$ cat config.mk
export PLATFORM = sky130hd
export DESIGN_NAME = crc16_check
export DESIGN_NICKNAME = d
export VERILOG_FILES = /design/src/rtl/crc16_check.sv
export SDC_FILE = /design/constraint.sdc
export NUM_CORES = 1
export LEC_CHECK = 0
export BUFFER_PORTS_ARGS = -buffer_cell sky130_fd_sc_hd__buf_2
export CORE_AREA = 2 2 66 68
export DETAILED_ROUTE_END_ITERATION = 16
export DIE_AREA = 0 0 68 70
export PLACE_DENSITY_LB_ADDON = 0.05
export RECOVER_POWER = 100
export SLEW_MARGIN = 20
export SYNTH_ARGS = -nofsm -noshare
export SYNTH_HDL_FRONTEND = slang
export SYNTH_SLANG_ARGS = --single-unit
$ cat constraint.sdc
create_clock -name clk -period 1.9 [get_ports clk]
set_clock_uncertainty 0.1 [all_clocks]
set_input_delay 0.095 -clock clk [delete_from_list [all_inputs] [get_ports clk]]
set_output_delay 0.095 -clock clk [all_outputs]
set_load 0.01 [all_outputs]
$ cat src/rtl/crc16_check.sv
// Receive-side USB CRC16 checker: accumulates data field plus received CRC and compares against the residual.
// Optional saturating error counter output err_cnt enabled by defining CRC16_CHECK_STATS_EN.
module crc16_check #(
    parameter logic [15:0] POLY     = 16'h8005,
    parameter logic [15:0] INIT     = 16'hFFFF,
    parameter logic [15:0] RESIDUAL = 16'h800D,
    parameter int          MAX_BITS = 8208
) (
    input  logic       clk,
    input  logic       rst_n,
    input  logic       s_in,
    input  logic       bit_valid,
    input  logic       pkt_start,
    input  logic       pkt_end,
    input  logic       chk_ack,
    output logic       chk_ready,
    output logic       chk_done,
    output logic       crc_ok,
    output logic       crc_err,
    output logic       len_err
`ifdef CRC16_CHECK_STATS_EN
    ,
    output logic [7:0] err_cnt
`endif
);

    // state | meaning
    // IDLE  | waiting for pkt_start, chk_ready=1
    // RUN   | shifting valid bits of the current field
    // DONE  | result flags held until chk_ack
    typedef enum logic [1:0] {IDLE, RUN, DONE} state_t;

    // Counter saturates one past MAX_BITS so over-length fields stay detectable.
    localparam int            CW      = $clog2(MAX_BITS + 2);
    localparam logic [CW-1:0] CNT_MAX = CW'(MAX_BITS);
    localparam logic [CW-1:0] CNT_SAT = CW'(MAX_BITS + 1);
    localparam logic [CW-1:0] CNT_MIN = CW'(16);

    state_t        state, state_nxt;
    logic [15:0]   r, r_nxt, r_fresh, r_run;
    logic [CW-1:0] cnt, cnt_nxt, cnt_fresh, cnt_run;
    logic          ok_q, crc_err_q, len_err_q;
    logic          ok_nxt, crc_err_nxt, len_err_nxt;
    logic          len_bad, crc_bad;

    function automatic logic [15:0] crc_step(input logic [15:0] cur, input logic b);
        crc_step = {cur[14:0], 1'b0} ^ ((b ^ cur[15]) ? POLY : 16'h0000);
    endfunction

    always_comb begin
        r_fresh   = bit_valid ? crc_step(INIT, s_in) : INIT;
        cnt_fresh = bit_valid ? CW'(1) : '0;
        r_run     = bit_valid ? crc_step(r, s_in) : r;
        cnt_run   = (bit_valid && (cnt != CNT_SAT)) ? cnt + 1'b1 : cnt;
        len_bad   = (cnt_run < CNT_MIN) || (cnt_run[2:0] != 3'd0) || (cnt_run > CNT_MAX);
        crc_bad   = (r_run != RESIDUAL);
    end

    always_comb begin
        state_nxt   = state;
        r_nxt       = r;
        cnt_nxt     = cnt;
        ok_nxt      = ok_q;
        crc_err_nxt = crc_err_q;
        len_err_nxt = len_err_q;
        case (state)
            IDLE: begin
                if (pkt_start) begin
                    state_nxt = RUN;
                    r_nxt     = r_fresh;
                    cnt_nxt   = cnt_fresh;
                end
            end
            RUN: begin
                if (pkt_start) begin
                    r_nxt   = r_fresh;
                    cnt_nxt = cnt_fresh;
                end else begin
                    r_nxt   = r_run;
                    cnt_nxt = cnt_run;
                    if (pkt_end) begin
                        state_nxt   = DONE;
                        len_err_nxt = len_bad;
                        crc_err_nxt = crc_bad;
                        ok_nxt      = !len_bad && !crc_bad;
                    end
                end
            end
            DONE: begin
                if (chk_ack) begin
                    ok_nxt      = 1'b0;
                    crc_err_nxt = 1'b0;
                    len_err_nxt = 1'b0;
                    if (pkt_start) begin
                        state_nxt = RUN;
                        r_nxt     = r_fresh;
                        cnt_nxt   = cnt_fresh;
                    end else begin
                        state_nxt = IDLE;
                    end
                end
            end
            default: state_nxt = IDLE;
        endcase
    end

    always_ff @(posedge clk or negedge rst_n) begin
        if (!rst_n) begin
            state     <= IDLE;
            r         <= INIT;
            cnt       <= '0;
            ok_q      <= 1'b0;
            crc_err_q <= 1'b0;
            len_err_q <= 1'b0;
        end else begin
            state     <= state_nxt;
            r         <= r_nxt;
            cnt       <= cnt_nxt;
            ok_q      <= ok_nxt;
            crc_err_q <= crc_err_nxt;
            len_err_q <= len_err_nxt;
        end
    end

    assign chk_ready = (state == IDLE);
    assign chk_done  = (state == DONE);
    assign crc_ok    = ok_q;
    assign crc_err   = crc_err_q;
    assign len_err   = len_err_q;

`ifdef CRC16_CHECK_STATS_EN
    always_ff @(posedge clk or negedge rst_n) begin
        if (!rst_n) begin
            err_cnt <= 8'h00;
        end else if ((state == RUN) && (state_nxt == DONE) && !ok_nxt && (err_cnt != 8'hFF)) begin
            err_cnt <= err_cnt + 8'h01;
        end
    end
`endif

endmodule

-- Word-level counts from Yosys, hierarchy flattened
Index checks and enable logic that the tools add are counted.
- muxes and demuxes: 30
- equality and inequality tests: 8
- $lt $le $gt $ge: 2
- add/subtract/negate cells: 1
- reductions and logical operators: 13
- bitwise operators: 3
- operators with widths (cell ; number):
    16-bit two-way mux ; 7
    14-bit two-way mux ; 4
    16-bit one-hot mux with 3 select lines ; 1
    14-bit one-hot mux with 3 select lines ; 1
    16-bit inequality test (second input constant) ; 1
    16-bit bitwise XOR ; 1
    15-bit inverter ; 1
    14-bit by 1-bit adder with 14-bit output (second input constant) ; 1
    14-bit greater-than comparator (second input constant) ; 1
    14-bit by 5-bit < comparator with 1-bit output (second input constant) ; 1
    14-bit inequality test (second input constant) ; 1
    1-bit two-way mux ; 9
    2-bit two-way mux ; 4
    2-bit inequality test (second input constant) ; 4
    4-bit AND reduction ; 2
    1-bit one-hot mux with 2 select lines ; 3
    2-bit one-hot mux with 3 select lines ; 1
    3-bit nonzero test ; 2
    2-bit by 1-bit == test with 1-bit output (second input constant) ; 1
    2-bit == test (second input constant) ; 1
    1-bit logical AND ; 2
    1-bit zero test ; 2
    2-bit zero test ; 1
    1-bit logical OR ; 2
    other kinds (3) ; 3
- input bits: 7
- output and inout port bits: 5
- flip-flop bits (word level): 35
- word-level logic and storage cells: 63

-- Logic depth before layout (Yosys ltp)
Gate-level depths: netlist of the first run.
- word-level depth: 11
- gate-level depth with buffers: 9
- depth with buffers taken out: 9

-- Worst setup path after synthesis of the first run
Ideal clock, no wire load.
- path kind: register to register
- from: register cnt[0]
- to: register ok_q (netlist: crc_ok)
- path buffers: 0
- stages on the path, launching flop included: 9
- library setup time: 122 ps
- path slack: -204 ps
- period minus slack after synthesis: 2104 ps
- arrival time: 1883 ps
- required time: 1678 ps
- path through: dfrtp_1 -> ha_1 -> nand3_4 -> nor3_4 -> and3_1 -> a2bb2o_4 -> o21ai_1 -> o21ba_1 -> a32o_1
- word-level cells in the longest chain between the ends: 11
- elaborated cells on any way between the ends: 14
- those cells by class: 1 x add/sub; 2 x order compare; 1 x eq/ne; 4 x mux; 6 x reduce/logical
- ends and longest elaborated chain (element ; RTL line ; RTL):
    start: declaration ; 41 ; logic [CW-1:0] cnt, cnt_nxt, cnt_fresh, cnt_run;
    start signal: assignment ; 118 ; cnt <= cnt_nxt;
    parallel branches: the longest is 2 deep, another holds 14-bit by 1-bit adder with 14-bit output ; - ;
    14-bit two-way mux (*) ; 54 ; cnt_run = (bit_valid && (cnt != CNT_SAT)) ? cnt + 1'b1 : cnt;
    14-bit by 5-bit < comparator with 1-bit output / 3-bit nonzero test (equally long branches) ; 55 ; len_bad = (cnt_run < CNT_MIN) || (cnt_run[2:0] != 3'd0) || (cnt_run > CNT_MAX);
    1-bit logical OR ; 55 ;
    1-bit logical OR (*) ; 55 ;
    1-bit zero test (*) ; 85 ; ok_nxt = !len_bad && !crc_bad;
    1-bit logical AND (*) ; 85 ;
    1-bit two-way mux (*) ; 81 ; if (pkt_end) begin
    1-bit two-way mux (*) ; 75 ; if (pkt_start) begin
    1-bit one-hot mux with 2 select lines (*) ; 66 ; case (state)
    end signal: assignment ; 119 ; ok_q <= ok_nxt;
    end: declaration ; 42 ; logic ok_q, crc_err_q, len_err_q;
Mark *: on every way between the ends. The select of a mux whose other input is x is not followed.
A chain may end at the register's enable or synchronous reset.

-- Worst setup path in the final report of the first run
- from: register cnt[8]
- to: register ok_q (netlist: crc_ok)
The elaborated chain is that of the path after synthesis.

==> results.txt, run 1 <==
run status: finished, violations left
failing checks: negative setup slack
Placer Congestion: 0.879
fin worst setup slack: -0.121 ns
WP data required: 1.97 ns
Sink Count: 35
r2r startpoint: cnt[8]
Power Density: 751 nW/µm²
start point of the critical path: cnt[8]
routed length per instance: 16.2 µm
hpwl dp: 3730 µm
flops & latches, synth: 35
P&R area growth vs syn: 21.4%
most frequent cells in the layout: 28 x buf_4, 23 x nand2_1, 22 x o21ai_0
DR DRC count: 0
crit-path leading delay family: compound AO/OA/AOI/OAI gates
crit share post-route: 106%
I/O pin count: 12
Worst Max-Slew Pin Slew: 1.10 ns
worst flop-to-flop path endpoint: crc_ok
first-pass GRT wire length: 8590 µm
R2R Setup Slk: -0.12 ns
pre-CTS setup slack: -0.152 ns
GRT Total Usage: 23.5%
clk_lat worst skew: 0.28 ns
Critical-path top delay cell: dfrtp_1
Min-Delay Path Class: primary input to register
post-synthesis sequential area ratio: 41.8%
Post-synth EDFFs: 0
H-tree depth: 2
fmax: 495 MHz
worst vdd ir: 0.559 mV
CTS tree: done
Num CTS Buffers: 5
slowest stage delay, CP: 0.46 ns
vias in the first global route: 1874
Die Area: 4760 µm²
setup violators final: 2
r2r worst-path depth: 7
cell row count: 24
CP bufs+invs: 0
share of the synthesized area in the top cell type: 22.2%
Synth area leader: dfrtp_1
Main synth FF type: dfrtp_1
fin area: 2600 µm²
Final nets: 270
1st-iter DRT viols: 110
Synth Instances: 224
CP Depth: 7
crit path DAT: 2.09 ns
CTS clk-pin slew, worst paths: 0.08 ns
top cells by area, synth: dfrtp_1 22%, dfstp_2 20%, o21ai_0 6.1%, o22a_1 5.3%, nand2_1 4.0%
crit-path cells: nand4_4 > nor3_4 > and3_1 > a2bb2o_4 > o21ai_1 > o21ba_4 > a32o_1
crit start category: register
Antenna Violating Nets Remaining: 0
fraction of registers with async set/reset: 100%
post-layout min period: 2.02 ns
Via density: 6.11
starting density of the core: 51.7%
largest net degree at the start of global routing: 21
PortBufs: 11
via count: 1918
most common cell after layout, fill and taps aside: buf_4
DIE WIDTH: 68 µm
final WL: 5090 µm
Pre-antenna DRT Iters: 4
critical path endpoint category: register
share of cells above drive strength 1: 34.0%
max-cap check violation count: 0
Yosys cell types: 47
Inserted Diodes: 0
Worst Path Max Fanout: 5
Leak: 1.04 nW
Area after DPL: 2400 µm²
Mapped Avg Cell Area: 9.56 µm²
Core Footprint: 4140 µm²
critical path class: register to register
syn_nets: 233
chip height: 70 µm
Post-Syn Area: 2140 µm²
CP endpoint: crc_ok
final hold vios: 0
CTS Root Cell: clkbuf_8
RSZ-0062 raised after global routing: true
relative slew slack: 26.7%
total gr overflow: 0
Syn. warnings: 0
antenna violations before repair: 0
maximum root-to-sink buffer count: 2
fin. max-slew vios: 0
fillers: 342
[flip-flops by register name, summed over array words and instances, names as in the netlist]
signal,flops
len_err,1
r,16
state,2
cnt,14
crc_err,1
crc_ok,1
[logic make-up after synthesis]
group / share of synthesized area [%]
AO/OA/AOI/OAI: 24.2
adder cells (fa/ha/maj): 1.17
buffers and inverters: 6.54
flip-flops: 41.8
multiplexers: 1.46
AND/OR/NAND/NOR: 21.5
XOR/XNOR: 3.27
[power by group]
part           leakage, nW  switching, mW  internal [mW]
clock               0.0612          0.251          0.424
combinational        0.566          0.229          0.173
sequential           0.415         0.0613          0.814
[metrics by stage]
step | setup TNS (ns) | utilization, % | instances | total power [mW] | hold WS [ns]
2_1_floorplan | -0.0583 | - | 224 | 1.13 | -0.301
3_3_place_gp | -0.437 | 57.9 | 303 | 1.26 | -0.0223
3_5_place_dp | -0.438 | 57.9 | 303 | 1.27 | -0.0169
4_1_cts | -0.127 | 62.5 | 314 | 1.98 | 0.0120
5_1_grt | -1.42 | 62.7 | 314 | 2.06 | 0.0220
6_report | -0.152 | 62.7 | 314 | 1.95 | 0.0234
[worst min-delay path by stage]
stage | start | to | slack [ns] | depth (start not counted)
6_report | pkt_start | state[0] | 0.02 | 3
5_1_grt | pkt_start | state[0] | 0.02 | 3
2_1_floorplan | rst_n | cnt[0] | -0.30 | 0
3_5_place_dp | rst_n | cnt[5] | -0.02 | 1
3_3_place_gp | rst_n | cnt[3] | -0.02 | 1
4_1_cts | pkt_start | state[0] | 0.01 | 3
[worst register-to-register path, cell delays in order (launching register included)]
cell      delay [ns]
dfrtp_1         0.46
nand4_4         0.17
nor3_4          0.26
and3_1          0.20
a2bb2o_4        0.22
o21ai_1         0.13
o21ba_4         0.17
a32o_1          0.20
[cells in the mapped netlist, types with 2 or more instances]
cell type  count
o21ai_0       26
nand2_1       23
dfrtp_1       19
dfstp_2       16
nor2_1        15
o22a_1        13
a21oi_1        9
nand3_1        9
xnor2_1        8
clkbuf_1       7
inv_1          6
nor3_1         6
a31oi_1        4
and3_1         4
o22ai_1        4
and3_2         3
buf_4          3
clkbuf_8       3
nand4_1        3
nor4_1         3
o31ai_1        3
a32o_1         2
and2_1         2
buf_6          2
ha_1           2
mux2i_1        2
nand2b_1       2
nand3_4        2
nand4_4        2
nor4b_1        2
o21a_1         2
o41ai_1        2
[metal layers]
metal | wire (µm) | track usage (%) | share of wire (%)
met1 | 2260 | 30.2 | 44
met2 | 2580 | 39.6 | 51
met5 | 0 | 0 | 0
met3 | 188 | 5.15 | 3.7
met4 | 61 | 5.78 | 1.2
[final cells by class]
class / instances / area [µm²] / share of cell area (%)
tap: 52 / 65.1 / 2.50
timing repair buffer: 46 / 312 / 12.0
sequential: 35 / 901 / 34.6
multi-input combinational: 167 / 1180 / 45.5
clock buffer: 6 / 82.6 / 3.18
clock inverter: 2 / 35.0 / 1.35
inverter: 6 / 22.5 / 0.866
[what timing repair did]
item | CTS | global route
hold buffers | 2 | 0
setup buffers | 1 | 0
setup endpoints to repair | 4 | 7
hold endpoints to repair | 20 | 0
pin swaps | 3 | 3
cloned | 0 | 0
gates resized for setup | 13 | 7
Power figures use the tool's default switching activity.
==> run 2: changes to the inputs <==
CTS_BUF_LIST = sky130_fd_sc_hd__clkbuf_4 sky130_fd_sc_hd__clkbuf_8   (was not set)
SETUP_SLACK_MARGIN = 0.2   (was not set)
==> run 2 against run 1 <==
Compared with the run above:
- the flow still finishes with violations (negative setup slack)
- core utilization grew 5.9 points
- fmax grew 1.8%
- sequential power is essentially flat
- worst setup slack gained 0.036 ns
- clock-buffer cell count shrank 1
- critical path type unchanged
- combinational power grew 23%
- global-route usage grew 1.6 points
- via count grew 5.5%
- power grew 4.4%
- hold slack gained 0.057 ns
- sequential cell count is the same
==> results.txt, run 2 (synthesized netlist as in run 1, its figures left out) <==
max FFs per register: 16 (unchanged)
R2R Setup Slk: -0.08 ns (+0.04 ns)
fillers: 330 (-3.5%)
Min-Delay Path Class: primary input to register
Inserted Diodes: 0 (unchanged)
critical path class: register to register
total gr overflow: 0 (unchanged)
Overall Power: 2.04 mW (+4.4%)
WP data required: 1.98 ns (about the same)
setup violators final: 1 (-1)
Power Density: 717 nW/µm² (-4.6%)
Post-Place Cells: 304 (+0.33%)
GRT Total Usage: 25.1% (+1.6 points)
run status: finished, violations left
maximum root-to-sink buffer count: 2 (unchanged)
via count: 2023 (+5.5%)
CTS Root Cell: clkbuf_8
hpwl dp: 3720 µm (-0.20%)
CP bufs+invs: 0 (unchanged)
cell row count: 24 (unchanged)
relative slew slack: 41.3% (+15 points)
1st-iter DRT viols: 146 (+33%)
failing checks: negative setup slack
chip height: 70 µm (unchanged)
Worst Path Max Fanout: 5 (unchanged)
most common cell after layout, fill and taps aside: buf_4
RSZ-0062 raised after global routing: true
H-tree depth: 2 (unchanged)
DIE WIDTH: 68 µm (unchanged)
critical path endpoint category: register
I/O pin count: 12 (unchanged)
P&R area growth vs syn: 32.9%
vias in the first global route: 2017 (+7.6%)
Die Area: 4760 µm² (unchanged)
worst vdd ir: 0.436 mV (-22%)
slowest stage delay, CP: 0.43 ns (-0.03 ns)
Sink Count: 35 (unchanged)
crit start category: register
routed length per instance: 17.0 µm (+4.8%)
Core Footprint: 4140 µm² (unchanged)
final WL: 5590 µm (+9.8%)
most frequent cells in the layout: 37 x buf_4, 21 x nand2_1, 18 x o21ai_0, 15 x dfstp_2
Hold Slack: 0.0804 ns (+0.0570 ns)
first-pass GRT wire length: 9250 µm (+7.6%)
Top Registers: r (16), cnt (14), state (2)
antenna violations before repair: 0 (unchanged)
final hold vios: 0 (unchanged)
Pre-antenna DRT Iters: 4 (unchanged)
Final nets: 285 (+5.6%)
crit-path leading delay family: compound AO/OA/AOI/OAI gates
CTS clk-pin slew, worst paths: 0.08 ns (about the same)
share of cells above drive strength 1: 43.0% (+9.0 points)
crit share post-route: 104% (-1.9 points)
non-filler instance count after layout: 329 (+4.8%)
crit path DAT: 2.06 ns (-0.03 ns)
crit-path cells: and4_4 > and3_2 > o2111ai_2 > a2bb2o_4 > o21ai_1 > o21ba_1 > a32o_1
Reg with most FFs: r
Leak: 1.17 nW (+12%)
Num CTS Buffers: 5 (unchanged)
worst hold path startpoint: pkt_start
Worst Max-Slew Pin Slew: 0.880 ns (-0.219 ns)
clk_lat worst skew: 0.28 ns (about the same)
r2r startpoint: cnt[1]
max-cap check violation count: 0 (unchanged)
Antenna Violating Nets Remaining: 0 (unchanged)
setup_tns: -0.0844 ns (+0.0672 ns)
Via density: 6.15 (+0.67%)
fmax: 504 MHz (+1.8%)
Placer Congestion: 0.902 (+2.6%)
Critical-path top delay cell: dfrtp_2
pre-CTS setup slack: -0.133 ns (+0.0187 ns)
PortBufs: 11 (unchanged)
starting density of the core: 51.7% (unchanged)
post-layout min period: 1.98 ns (-0.0363 ns)
CTS tree: done
DR DRC count: 0 (unchanged)
fin worst setup slack: -0.0844 ns (+0.0363 ns)
largest net degree at the start of global routing: 36 (+71%)
start point of the critical path: cnt[1]
fin. max-slew vios: 0 (unchanged)
## run 2: timing repair
item / in CTS / in global routing
pin swaps: 11 / 8
hold buffers: 3 / 0
resized for setup: 35 / 21
endpoints found under the hold margin: 21 / 0
buffers inserted: 5 / 8
cloned: 0 / 1
endpoints found under the setup margin: 13 / 26
## run 2: path summary, 6_finish.rpt
check / endpoint / cells past startpoint
setup / recovery: crc_ok / 7
hold / removal: state[0] / 3
max in group asynchronous: cnt[2] / 2
hold reg to reg: r[2] / 2
min in group asynchronous: cnt[3] / 2
setup reg to reg: crc_ok / 7
## run 2: area by class of cell
| class | instances | area [µm²] | area share, % |
|---|---|---|---|
| clock buffers | 5 | 68.8 | 2.42 |
| clock inverters | 3 | 43.8 | 1.54 |
| inverters | 6 | 22.5 | 0.791 |
| multi-input cells | 167 | 1290 | 45.3 |
| flip-flops and latches | 35 | 902 | 31.7 |
| well taps | 52 | 65.1 | 2.29 |
| repair buffers | 61 | 455 | 16.0 |
## run 2: metrics by stage
stage | util, % | instance area (µm²)
after CTS | 65.0 | 2700
after global routing | 68.7 | 2850
after global placement | 58.1 | 2410
final | 68.7 | 2850
after floorplan | - | 2160
after detailed placement | 58.1 | 2410
## run 2: metal layers
layer / GRT usage, % / wire (µm) / up-vias
met5: 0 / 0 / -
met4: 12.0 / 192 / 0
met3: 3.86 / 224 / 22
met2: 40.6 / 2790 / 62
met1: 32.3 / 2380 / 1000
li1: - / - / 939
## run 2: worst register-to-register path, stage by stage, from the launching register on
cell	delay, ns
dfrtp_2	0.43
and4_4	0.26
and3_2	0.19
o2111ai_2	0.16
a2bb2o_4	0.25
o21ai_1	0.12
o21ba_1	0.17
a32o_1	0.20
## run 2: where the power goes
| group | leakage (nW) | total [mW] | internal (mW) | switching, mW |
|---|---|---|---|---|
| registers | 0.414 | 0.876 | 0.814 | 0.0621 |
| clock network | 0.0581 | 0.668 | 0.391 | 0.278 |
| logic | 0.696 | 0.496 | 0.235 | 0.261 |
| total | 1.17 | 2.04 | 1.44 | 0.601 |
==> run 3: changes to the inputs <==
--- a/config.mk
+++ b/config.mk
@@ -7,4 +7,5 @@
 export LEC_CHECK = 0
 export BUFFER_PORTS_ARGS = -buffer_cell sky130_fd_sc_hd__buf_2
+export CAP_MARGIN = 0
 export CORE_AREA = 2 2 66 68
 export CTS_BUF_LIST = sky130_fd_sc_hd__clkbuf_4 sky130_fd_sc_hd__clkbuf_8
==> constraint.sdc (replaced) <==
create_clock -name clk -period 1.9 [get_ports clk]
set_clock_uncertainty 0.1 [all_clocks]
set_input_delay 0.19 -clock clk [delete_from_list [all_inputs] [get_ports clk]]
set_output_delay 0.19 -clock clk [all_outputs]
set_load 0.01 [all_outputs]
==> run 3 against run 2 <==
Compared with the run above:
- the run still ends with negative setup slack left
- non-clock buffer count rose by 1
- sequential share of layout area rose by 0.51 points
- core utilization fell by 1.0 points
- register-to-register slack got worse by 0.11 ns
- sequential cell count did not move
- global-route usage fell by 0.058 points
- clock power fell by 9.9%
- combinational power rose by 4.4%
- cell area fell by 1.5%
- clock-buffer cell count rose by 3
- sequential power rose by 0.9%
- largest cell class unchanged
- largest power group unchanged
==> results.txt, run 3 (synthesized netlist as in run 1, its figures left out) <==
Critical-path top delay cell: dfrtp_1
cell row count: 24 (unchanged)
routed length per instance: 17.3 µm (+2.1%)
DIE WIDTH: 68 µm (unchanged)
Top Registers: r (16), cnt (14), state (2)
R2R Setup Slk: -0.20 ns (-0.11 ns)
largest net degree at the start of global routing: 23 (-36%)
Min-Delay Path Class: primary input to register
post-layout min period: 2.10 ns (+0.112 ns)
starting density of the core: 51.7% (unchanged)
crit start category: register
share of cells above drive strength 1: 46.4% (+3.4 points)
CTS tree: done
global routing met1 resource utilization: 32.1% (-0.25 points)
I/O pin count: 12 (unchanged)
Core Footprint: 4140 µm² (unchanged)
max FFs per register: 16 (unchanged)
worst hold path startpoint: chk_ack
maximum root-to-sink buffer count: 2 (unchanged)
most frequent cells in the layout: 46 x buf_4, 20 x nand2_1, 16 x dfstp_2, 14 x nor2_1, 14 x o21ai_0
relative slew slack: 22.2% (-19 points)
run status: finished, violations left
vias in the first global route: 1916 (-5.0%)
Sink Count: 35 (unchanged)
crit-path cells: buf_4 > a311oi_1 > a31oi_2 > o22ai_2 > nand3_1 > o21ai_2 > o21ba_4 > a32o_1
fin worst setup slack: -0.197 ns (-0.112 ns)
worst vdd ir: 0.638 mV (+46%)
Leak: 1.15 nW (-1.4%)
setup violators final: 2 (+1)
r2r startpoint: cnt[7]
failing checks: negative setup slack
final hold vios: 0 (unchanged)
first-pass GRT wire length: 9050 µm (-2.1%)
Num CTS Buffers: 5 (unchanged)
slowest stage delay, CP: 0.41 ns (-0.02 ns)
Worst Hold Endpoint: state[1]
GRT Total Usage: 25.1% (-0.058 points)
Antenna Violating Nets Remaining: 0 (unchanged)
CTS clk-pin slew, worst paths: 0.07 ns (about the same)
total gr overflow: 0 (unchanged)
pre-CTS setup slack: -0.184 ns (-0.0502 ns)
crit path DAT: 2.18 ns (+0.12 ns)
clk_lat worst skew: 0.29 ns (about the same)
DR DRC count: 0 (unchanged)
M2 GR Usage: 40.9% (+0.32 points)
crit share post-route: 110% (+5.9 points)
Via density: 6.25 (+1.6%)
GR Util met3: 6.12% (+2.3 points)
fin. max-slew vios: 0 (unchanged)
WP data required: 1.98 ns (about the same)
critical path endpoint category: register
Worst Path Max Fanout: 9 (+4)
CTS Root Cell: clkbuf_8
Pre-antenna DRT Iters: 4 (unchanged)
most common cell after layout, fill and taps aside: buf_4
P&R area growth vs syn: 31.0%
final WL: 5720 µm (+2.4%)
r2r worst-path depth: 8 (+1)
antenna violations before repair: 0 (unchanged)
chip height: 70 µm (unchanged)
H-tree depth: 2 (unchanged)
Final nets: 286 (+0.35%)
PortBufs: 11 (unchanged)
Hold Slack: 0.0494 ns (-0.0310 ns)
Reg with most FFs: r
fmax: 477 MHz (-5.3%)
1st-iter DRT viols: 91 (-38%)
Die Area: 4760 µm² (unchanged)
Worst Max-Slew Pin Slew: 1.17 ns (+0.287 ns)
Inserted Diodes: 0 (unchanged)
via count: 2061 (+1.9%)
RSZ-0062 raised after global routing: true
Power Density: 714 nW/µm² (-0.34%)
hpwl dp: 3880 µm (+4.1%)
worst flop-to-flop path endpoint: crc_ok
max-cap check violation count: 0 (unchanged)
Placer Congestion: 0.944 (+4.7%)
critical path class: register to register
WHS Path Cells: 2 (-1)
layer with the highest usage: met2
run 3: changes by cell type in the layout (fill, tap and decap cells not counted), sizes merged:
| cell | previous run | this run |
|---|---|---|
| buf | 48 | 60 |
| bufinv | 1 | 0 |
| clkinv | 2 | 0 |
| dlygate4sd3 | 3 | 1 |
| clkbuf | 15 | 9 |
run 3: worst max-delay path by stage:
| stage | startpoint | endpoint | slack (ns) | cells past startpoint |
|---|---|---|---|---|
| global placement | cnt[1] | crc_ok | -0.13 | 9 |
| global route | cnt[7] | crc_ok | -0.28 | 8 |
| finish | cnt[7] | crc_ok | -0.20 | 8 |
| floorplan | cnt[0] | crc_ok | -0.06 | 8 |
| detailed placement | cnt[1] | crc_ok | -0.18 | 9 |
| CTS | cnt[1] | crc_ok | -0.08 | 9 |
run 3: cell type report:
class | count | area (µm²)
Fill cell | 309 | 1340
Multi-Input combinational cell | 167 | 1260
Sequential cell | 35 | 903
Timing Repair Buffer | 62 | 448
Clock buffer | 8 | 104
Tap cell | 52 | 65.1
Inverter | 6 | 22.5
run 3: what timing repair did:
item,in CTS,in global routing
cloned,0,1
endpoints found under the setup margin,18,28
resized for setup,23,28
hold buffers,1,0
pin swaps,6,15
endpoints found under the hold margin,16,0
setup buffers,3,10
run 3: through the flow:
| step | area (µm²) | utilization, % | std cells | power, mW | TNS (ns) |
|---|---|---|---|---|---|
| finish | 2810 | 67.7 | 330 | 2.00 | -0.293 |
| global route | 2810 | 67.7 | 330 | 2.11 | -0.602 |
| CTS | 2610 | 63.1 | 319 | 1.92 | -0.152 |
| detailed placement | 2430 | 58.6 | 307 | 1.28 | -0.538 |
| global placement | 2430 | 58.6 | 307 | 1.27 | -0.318 |
| floorplan | 2160 | - | 224 | 1.13 | -0.0583 |
run 3: power breakdown:
part           leakage (nW)  switching, mW  total [mW]  internal [mW]
combinational         0.682          0.273       0.518          0.244
sequential            0.414         0.0664       0.884          0.817
clock                0.0549          0.257       0.602          0.345
run 3: metal layers:
metal / vias up / part of all wire (%)
met3: 17 / 6.1
met5: - / 0
met2: 82 / 51
met1: 1017 / 40
li1: 945 / -
met4: 0 / 2.7
run 3: critical path: cells and delay by family, from the launching register on:
| family | cells | cell delay, ns |
|---|---|---|
| flops | 1 | 0.41 |
| compound gates | 6 | 1.17 |
| buf+inv | 1 | 0.18 |
| simple gates | 1 | 0.13 |
